--- config.mk ---
export PLATFORM = sky130hd
export DESIGN_NAME = clb_bist_top_flat
export DESIGN_NICKNAME = d
export VERILOG_FILES = /design/src/rtl/clb_bist_top_pkg.sv /design/src/rtl/clb_bist_top_if.sv /design/src/rtl/clb_bist_top_clb.sv /design/src/rtl/clb_bist_top_induced.sv /design/src/rtl/clb_bist_top_lfsr1.sv /design/src/rtl/clb_bist_top.sv /design/src/flat_wrapper.sv
export SDC_FILE = /design/constraint.sdc
export NUM_CORES = 1
export LEC_CHECK = 0
export ABC_AREA = 1
export BUFFER_PORTS_ARGS = -buffer_cell sky130_fd_sc_hd__buf_2
export CORE_AREA = 3 3 40 42
export DETAILED_ROUTE_END_ITERATION = 10
export DIE_AREA = 0 0 43 45
export PLACE_DENSITY = 0.72
export SYNTH_ARGS = -nofsm -noshare
export SYNTH_HDL_FRONTEND = slang
export SYNTH_SLANG_ARGS = --single-unit
--- constraint.sdc ---
create_clock -name clk -period 1.4 [get_ports clk]
set_input_delay 0.28 -clock clk [delete_from_list [all_inputs] [get_ports clk]]
set_output_delay 0.28 -clock clk [all_outputs]
set_load 0.02 [all_outputs]
--- src/rtl/clb_bist_top_pkg.sv ---
// Shared constants for the CLB built-in self-test wrapper: defaults,
// LFSR feedback taps and the CLB mode encoding.
package clb_bist_top_pkg;

    localparam logic [15:0] LUT_INIT_DEF  = 16'h6996;
    localparam logic [3:0]  LFSR_SEED_DEF = 4'b0001;

    // Feedback taps for x^4+x^3+1
    localparam int LFSR_TAP_HI = 3;
    localparam int LFSR_TAP_LO = 2;

    typedef enum logic {
        MODE_LOGIC = 1'b0,
        MODE_ARITH = 1'b1
    } mode_t;

endpackage

--- src/rtl/clb_bist_top_if.sv ---
// Pattern/control bus between the test harness and the CLB BIST wrapper.
interface clb_bist_top_if;

    logic       tm;
    logic       hold;
    logic       sa1;
    logic       sa0;
    logic [3:0] in;
    logic       out;
    logic       pass;
    logic       fail;
    logic       done;

    modport master (output tm, hold, sa1, sa0, in, input out, pass, fail, done);
    modport slave  (input tm, hold, sa1, sa0, in, output out, pass, fail, done);

endinterface

--- src/rtl/clb_bist_top_clb.sv ---
// 4-input CLB with registered sum/LUT output and carry. The force inputs
// let a wrapper override the x register input; the golden copy ties them off.
module clb
    import clb_bist_top_pkg::*;
#(
    parameter logic [15:0] LUT_INIT = LUT_INIT_DEF
) (
    input  logic       clk,
    input  logic       rst,
    input  logic [3:0] z,
    input  mode_t      m,
    input  logic       cin,
    input  logic       force_en,
    input  logic       force_val,
    output logic       x,
    output logic       c
);

    logic [2:0] sum;
    logic       x_next;
    logic       c_next;

    always_comb begin
        sum    = {1'b0, z[1:0]} + {1'b0, z[3:2]} + {2'b00, cin};
        x_next = LUT_INIT[z];
        c_next = 1'b0;
        if (m == MODE_ARITH) begin
            x_next = sum[0];
            c_next = sum[2];
        end
        if (force_en) begin
            x_next = force_val;
        end
    end

    // Stage boundary: CLB output register
    always_ff @(posedge clk) begin
        if (rst) begin
            x <= 1'b0;
            c <= 1'b0;
        end else begin
            x <= x_next;
            c <= c_next;
        end
    end

endmodule

--- src/rtl/clb_bist_top_induced.sv ---
// Fault-injectable CLB copy: stuck-at-1 wins over stuck-at-0 at the x register.
module induced
    import clb_bist_top_pkg::*;
#(
    parameter logic [15:0] LUT_INIT = LUT_INIT_DEF
) (
    input  logic       clk,
    input  logic       rst,
    input  logic [3:0] z,
    input  mode_t      m,
    input  logic       cin,
    input  logic       sa1,
    input  logic       sa0,
    output logic       x,
    output logic       c
);

    clb #(.LUT_INIT(LUT_INIT)) u_clb (
        .clk       (clk),
        .rst       (rst),
        .z         (z),
        .m         (m),
        .cin       (cin),
        .force_en  (sa1 | sa0),
        .force_val (sa1),
        .x         (x),
        .c         (c)
    );

endmodule

--- src/rtl/clb_bist_top_lfsr1.sv ---
// 4-bit Fibonacci LFSR, period 15, free-running from a nonzero seed.
module lfsr1
    import clb_bist_top_pkg::*;
#(
    parameter logic [3:0] SEED = LFSR_SEED_DEF
) (
    input  logic       clk,
    input  logic       rst,
    output logic [3:0] q
);

    always_ff @(posedge clk) begin
        if (rst) begin
            q <= SEED;
        end else begin
            q <= {q[2:0], q[LFSR_TAP_HI] ^ q[LFSR_TAP_LO]};
        end
    end

endmodule

--- src/rtl/clb_bist_top.sv ---
// BIST wrapper: LFSR or external operand feeds a golden and a faulty CLB,
// and a registered comparator flags agreement while in test mode.
module clb_bist_top
    import clb_bist_top_pkg::*;
#(
    parameter logic [15:0] LUT_INIT  = LUT_INIT_DEF,
    parameter logic [3:0]  LFSR_SEED = LFSR_SEED_DEF
) (
    input logic           clk,
    input logic           rst,
    clb_bist_top_if.slave bus
);

    logic [3:0] lfsr_q;
    logic [3:0] z_p0;
    mode_t      m_p0;
    logic       cin_p0;
    logic       x1_p1;
    logic       x2_p1;
    logic       c1_p1;
    logic       c2_p1;
    logic       pass_p2;
    logic       fail_p2;
    logic       unused_c2;

    lfsr1 #(.SEED(LFSR_SEED)) u_lfsr (
        .clk (clk),
        .rst (rst),
        .q   (lfsr_q)
    );

    // Stage boundary: operand and control registers
    always_ff @(posedge clk) begin
        if (rst) begin
            z_p0   <= 4'b0000;
            m_p0   <= MODE_LOGIC;
            cin_p0 <= 1'b0;
        end else begin
            z_p0   <= bus.tm ? lfsr_q : bus.in;
            m_p0   <= bus.hold ? MODE_LOGIC : MODE_ARITH;
            cin_p0 <= 1'b0;
        end
    end

    clb #(.LUT_INIT(LUT_INIT)) u_golden (
        .clk       (clk),
        .rst       (rst),
        .z         (z_p0),
        .m         (m_p0),
        .cin       (cin_p0),
        .force_en  (1'b0),
        .force_val (1'b0),
        .x         (x1_p1),
        .c         (c1_p1)
    );

    induced #(.LUT_INIT(LUT_INIT)) u_induced (
        .clk (clk),
        .rst (rst),
        .z   (z_p0),
        .m   (m_p0),
        .cin (cin_p0),
        .sa1 (bus.sa1),
        .sa0 (bus.sa0),
        .x   (x2_p1),
        .c   (c2_p1)
    );

    // Stage boundary: comparator register
    always_ff @(posedge clk) begin
        if (rst) begin
            pass_p2 <= 1'b0;
            fail_p2 <= 1'b0;
        end else begin
            pass_p2 <= bus.tm & (x1_p1 == x2_p1);
            fail_p2 <= bus.tm & (x1_p1 != x2_p1);
        end
    end

    // Carries are kept for observability only; neither copy's carry is compared
    assign unused_c2 = c2_p1;

    assign bus.out  = x2_p1;
    assign bus.pass = pass_p2;
    assign bus.fail = fail_p2;
    assign bus.done = pass_p2;

endmodule

--- src/flat_wrapper.sv ---
// flat-port wrapper written by rule: the top's interface ports become plain ports
module clb_bist_top_flat import clb_bist_top_pkg::*;
#(
    parameter logic [15:0] LUT_INIT  = LUT_INIT_DEF,
    parameter logic [3:0]  LFSR_SEED = LFSR_SEED_DEF
)
  (clk, rst, bus_tm, bus_hold, bus_sa1, bus_sa0, bus_in, bus_out, bus_pass, bus_fail, bus_done);
  clb_bist_top_if bus_i ();
  input logic clk;
  input logic rst;
  input wire logic [$bits(bus_i.tm)-1:0] bus_tm;
  input wire logic [$bits(bus_i.hold)-1:0] bus_hold;
  input wire logic [$bits(bus_i.sa1)-1:0] bus_sa1;
  input wire logic [$bits(bus_i.sa0)-1:0] bus_sa0;
  input wire logic [$bits(bus_i.in)-1:0] bus_in;
  output wire logic [$bits(bus_i.out)-1:0] bus_out;
  output wire logic [$bits(bus_i.pass)-1:0] bus_pass;
  output wire logic [$bits(bus_i.fail)-1:0] bus_fail;
  output wire logic [$bits(bus_i.done)-1:0] bus_done;
  assign bus_i.tm = bus_tm;
  assign bus_i.hold = bus_hold;
  assign bus_i.sa1 = bus_sa1;
  assign bus_i.sa0 = bus_sa0;
  assign bus_i.in = bus_in;
  assign bus_out = bus_i.out;
  assign bus_pass = bus_i.pass;
  assign bus_fail = bus_i.fail;
  assign bus_done = bus_i.done;
  clb_bist_top #(.LUT_INIT(LUT_INIT), .LFSR_SEED(LFSR_SEED)) u_core (.clk(clk), .rst(rst), .bus(bus_i));
endmodule
* Word-level counts from Yosys, hierarchy flattened
Memory sizes are Yosys's and may differ from the RTL's. A register that Yosys moved wholly into a read port is not among the register bits.
Cells that the tools add are included.
** Cells by class
- Add/sub/neg operators :: 1
- Multipliers :: 0
- Divide/modulo/power cells :: 0
- Order comparisons :: 1
- Eq/ne operators :: 2
- Shifts and indexed selects :: 0
- Muxes and demuxes :: 6
- Bitwise operators :: 4
- Reductions and logical operators :: 0
** Operators by type and width (number)
- 4-bit 2-to-1 mux :: 2
- 4-bit by 5-bit < comparator with 1-bit output, second input constant :: 1
- 1-bit 2-to-1 mux :: 4
- 1-bit bitwise AND :: 2
- 1-bit adder :: 1
- 1-bit == test :: 1
- 1-bit inequality test :: 1
- 1-bit bitwise OR :: 1
- 1-bit bitwise XOR :: 1
** Word-level totals
- Flip-flop bits (word level) :: 13
- Bits in latches :: 0
- Bits in writable memories :: 0
- Bits in read-only memories :: 16
- Logic and storage cells :: 22
- Memories kept :: 1
** Memories
- (no name shown) :: words 16, width 1, read ports 1, clocked after memory_dff 1, wr ports 0, line clb_bist_top_clb.sv:25 : x_next = LUT_INIT[z];

* Depth between registers and ports, before layout
- Depth in word-level cells :: 4
- Depth in mapped cells :: 8
- Mapped depth without buffers :: 8

* By module
From an unflattened synthesis, not the netlist that was laid out.
** Unflattened totals
- Cell total of the unflattened synthesis :: 113
- Area total of the unflattened synthesis :: 767.0 um^2
** Modules (own cells, without submodules)
- clb_bist_top :: instances 1, cells an instance 35, area an instance 254.0 um^2, sequential area each 140.1 um^2
- clb (u_core.u_golden) :: instances 1, cells an instance 30, area an instance 191.4 um^2, sequential area each 40.0 um^2
- clb (u_core.u_induced.u_clb) :: instances 1, cells an instance 30, area an instance 187.7 um^2, sequential area each 40.0 um^2
- lfsr1 :: instances 1, cells an instance 15, area an instance 122.6 um^2, sequential area each 80.1 um^2
- induced :: instances 1, cells an instance 3, area an instance 11.3 um^2, sequential area each 0.0 um^2

* Worst setup path before layout
Ideal clock, no wire load.
- Kind :: input to register
- From :: input rst
- To :: register (tool-made name)
- Data arrival time :: 0.870 ns
- Required time :: 1.288 ns
- Slack :: 0.418 ns
- Stages :: 8
- Buffers on the path :: 2
- Path through :: buf_4 inv_1 buf_6 nand2_1 nand2_1 nand2_1 nand2_1 nand2_1
** RTL lines
- start, declared :: line flat_wrapper.sv:10 : input logic rst;

* Worst setup path in the final report
- From :: register u_core.u_induced.u_clb.x
- To :: output bus_out
** RTL lines
- start, declared :: line clb_bist_top_clb.sv:15 : output logic x,
- start signal, assigned :: line clb_bist_top_clb.sv:42 : x <= x_next;
- end, declared :: line flat_wrapper.sv:16 : output wire logic [$bits(bus_i.out)-1:0] bus_out;
No word-level cell between the ends.

==> impl_results.md <==
* Max-cap violations at 0
* Vert. Die Dim at 45 µm
* Fin util at 49.2%
* Setup CP Type: flip-flop to primary output
* Sink Count at 12
* Tmin final at 1060 ps
* Worst-path maximum fanout at 2
* Fmax achieved at 946 MHz
* RSZ-0062 raised after global routing: false
* Total negative slack at 0 ps
* Worst path required time at 1120 ps
* WP buf/inv at 1
* Post-Route WL at 885 µm
* Crit path max-delay family: flip-flops
* Std-Cell Rows at 13
* Clock skew at 2.56 ps
* Initial antenna violation count at 0
* Max Buffers Root-to-Sink at 2
* Most common cell after layout, fill and taps aside: nand2_1
* Post-CTS Setup Repair Bufs at 0
* ANT nets after route at 0
* Root Driver: clkbuf_4
* #FFs+latches synth at 12
* GRT overflow at 0
* Crit-path cells: buf_2
* Slowest library cell on the worst path: dfxtp_1
* Leak Pwr at 0.362 nW
* Worst Hold Class: input port to flip-flop
* CTS Hold Bufs at 0
* Initial Utilization at 41.9%
* Total track usage at 10.8%
* Seq. cell area at 240 µm²
* # DRC at 0
* Pwr Density at 1210 mW/mm²
* Worst reg2reg setup slack at 450 ps
* Hold Fails Final Rpt at 0
* Placed instance count at 102
* Most frequent cells in the layout: 25 x nand2_1, 13 x buf_2, 12 x dfxtp_1
* Setup Viol. Count Final at 0
* Power Total at 0.762 mW
* Status: finished, final reports clean
* First-pass GRT wire length at 1.47 mm
* Vias at 451
* Avg Cell Area, Syn at 6.99 µm²
* CTS tree: done
* Slew Viols, Final at 0
* Vias in the first global route at 357
* Syn-to-layout area delta at 17.4%
* Clock Pin Slew Worst Setup and Hold Paths at 70 ps
* Mapped Area at 538 µm²
* Yosys cell types at 13
* Fill count at 135
* H-tree levels at 1
* DR vias/cell at 4.25
* Layout cells sized above 1 at 25.3%
* Synthesized instance count at 77
* Register area share after synthesis at 44.7%
* Die ar. at 0.00194 mm²
* Diodes inserted at 0
* Port bufs at 13
* Num ports at 14
* Tightest Pin Transition at 334 ps
* CP endpoint kind: primary output
* Die span in x at 43 µm
* Non-Filler Instances at 106
* Core area at 0.00128 mm²
* CP peak stage delay at 340 ps
* Max rail drop VDD at 0.788 mV
* Area of the multi-input gates at 226 µm²
* DR pass1 iterations at 4
* Max-slew headroom at 77.7%
* Post-layout net count at 102
* PostCTS Resize Cnt at 0
* Mapped Nets at 87
* DP HPWL at 722 µm
* CP Data Arrival Time at 780 ps
* CTS buffer count at 3
* Final Cycle Share at 75.5%
* Clk_lat worst skew at 260 ps
* WL/cell at 8.35 µm
* Ys Warns at 0
* Largest net degree at the start of global routing at 13
* Worst setup SP type: flip-flop
* Placer Congestion at 0.735
* Starting DRT DRC Count at 8
layout make-up:
class	instances	share of cell area (%)
sequential	12	38.0
multi-input combinational	50	35.8
timing repair buffer	13	10.3
inverter	12	7.13
clock buffer	4	5.74
tap	15	2.97
registers in the layout, summed over array words and instances (netlist names), named ones only:
signal	cells
u_core.bus.fail	1
u_core.u_golden.x	1
u_core.bus.done	1
u_core.u_induced.u_clb.x	1
u_core.u_lfsr.q	4
u_core.m_p0	1
u_core.z_p0	2
through the flow:
| step | area [µm²] | hold WS [ps] | setup WS (ps) |
|---|---|---|---|
| after global placement | 596 | 416 | 306 |
| final | 632 | 173 | 343 |
| after global routing | 632 | 149 | 280 |
| after floorplan | 538 | 347 | 418 |
| after detailed placement | 596 | 420 | 252 |
| after CTS | 632 | 160 | 320 |
cells by family (layout without fill, tap and decap cells):
group,after synthesis,in the layout,synth area share (%)
AOI/OAI and AO/OA,1,1,0.929
and+or+nand+nor,46,46,36.3
xor gates and xnor gates,3,3,4.88
DFF,12,12,44.7
buffers and inverters,15,29,13.3
final timing paths:
kind	start	to	depth (start not counted)
max	u_core.u_induced.u_clb.x	bus_out	1
min	bus_hold	u_core.m_p0	2
max reg2reg	u_core.u_lfsr.q[2]	flip-flop	7
min reg2reg	u_core.u_lfsr.q[1]	u_core.u_lfsr.q[2]	2
Yosys cell counts, drive strengths merged:
cell / instances / area [µm²]
nand4: 1 / 6.26
nand2: 30 / 125
nand3: 5 / 25.0
dfxtp: 12 / 240
inv: 12 / 45.0
nor2: 9 / 33.8
buf: 3 / 26.3
nor3: 1 / 5.00
xnor2: 3 / 26.3
o21ai: 1 / 5.00
routing by layer:
layer,global-route usage (%),vias up,wire (µm)
met5,0,-,0
li1,-,254,-
met2,15.3,13,383
met4,5.42,0,10
met3,6.77,2,74
met1,12.7,182,417
power breakdown:
| part | switching, mW | internal (mW) |
|---|---|---|
| sequential | 0.0117 | 0.368 |
| clock | 0.107 | 0.158 |
| combinational | 0.0709 | 0.0468 |
| total | 0.189 | 0.573 |
Note: power is estimated with default switching activity, not from simulation.
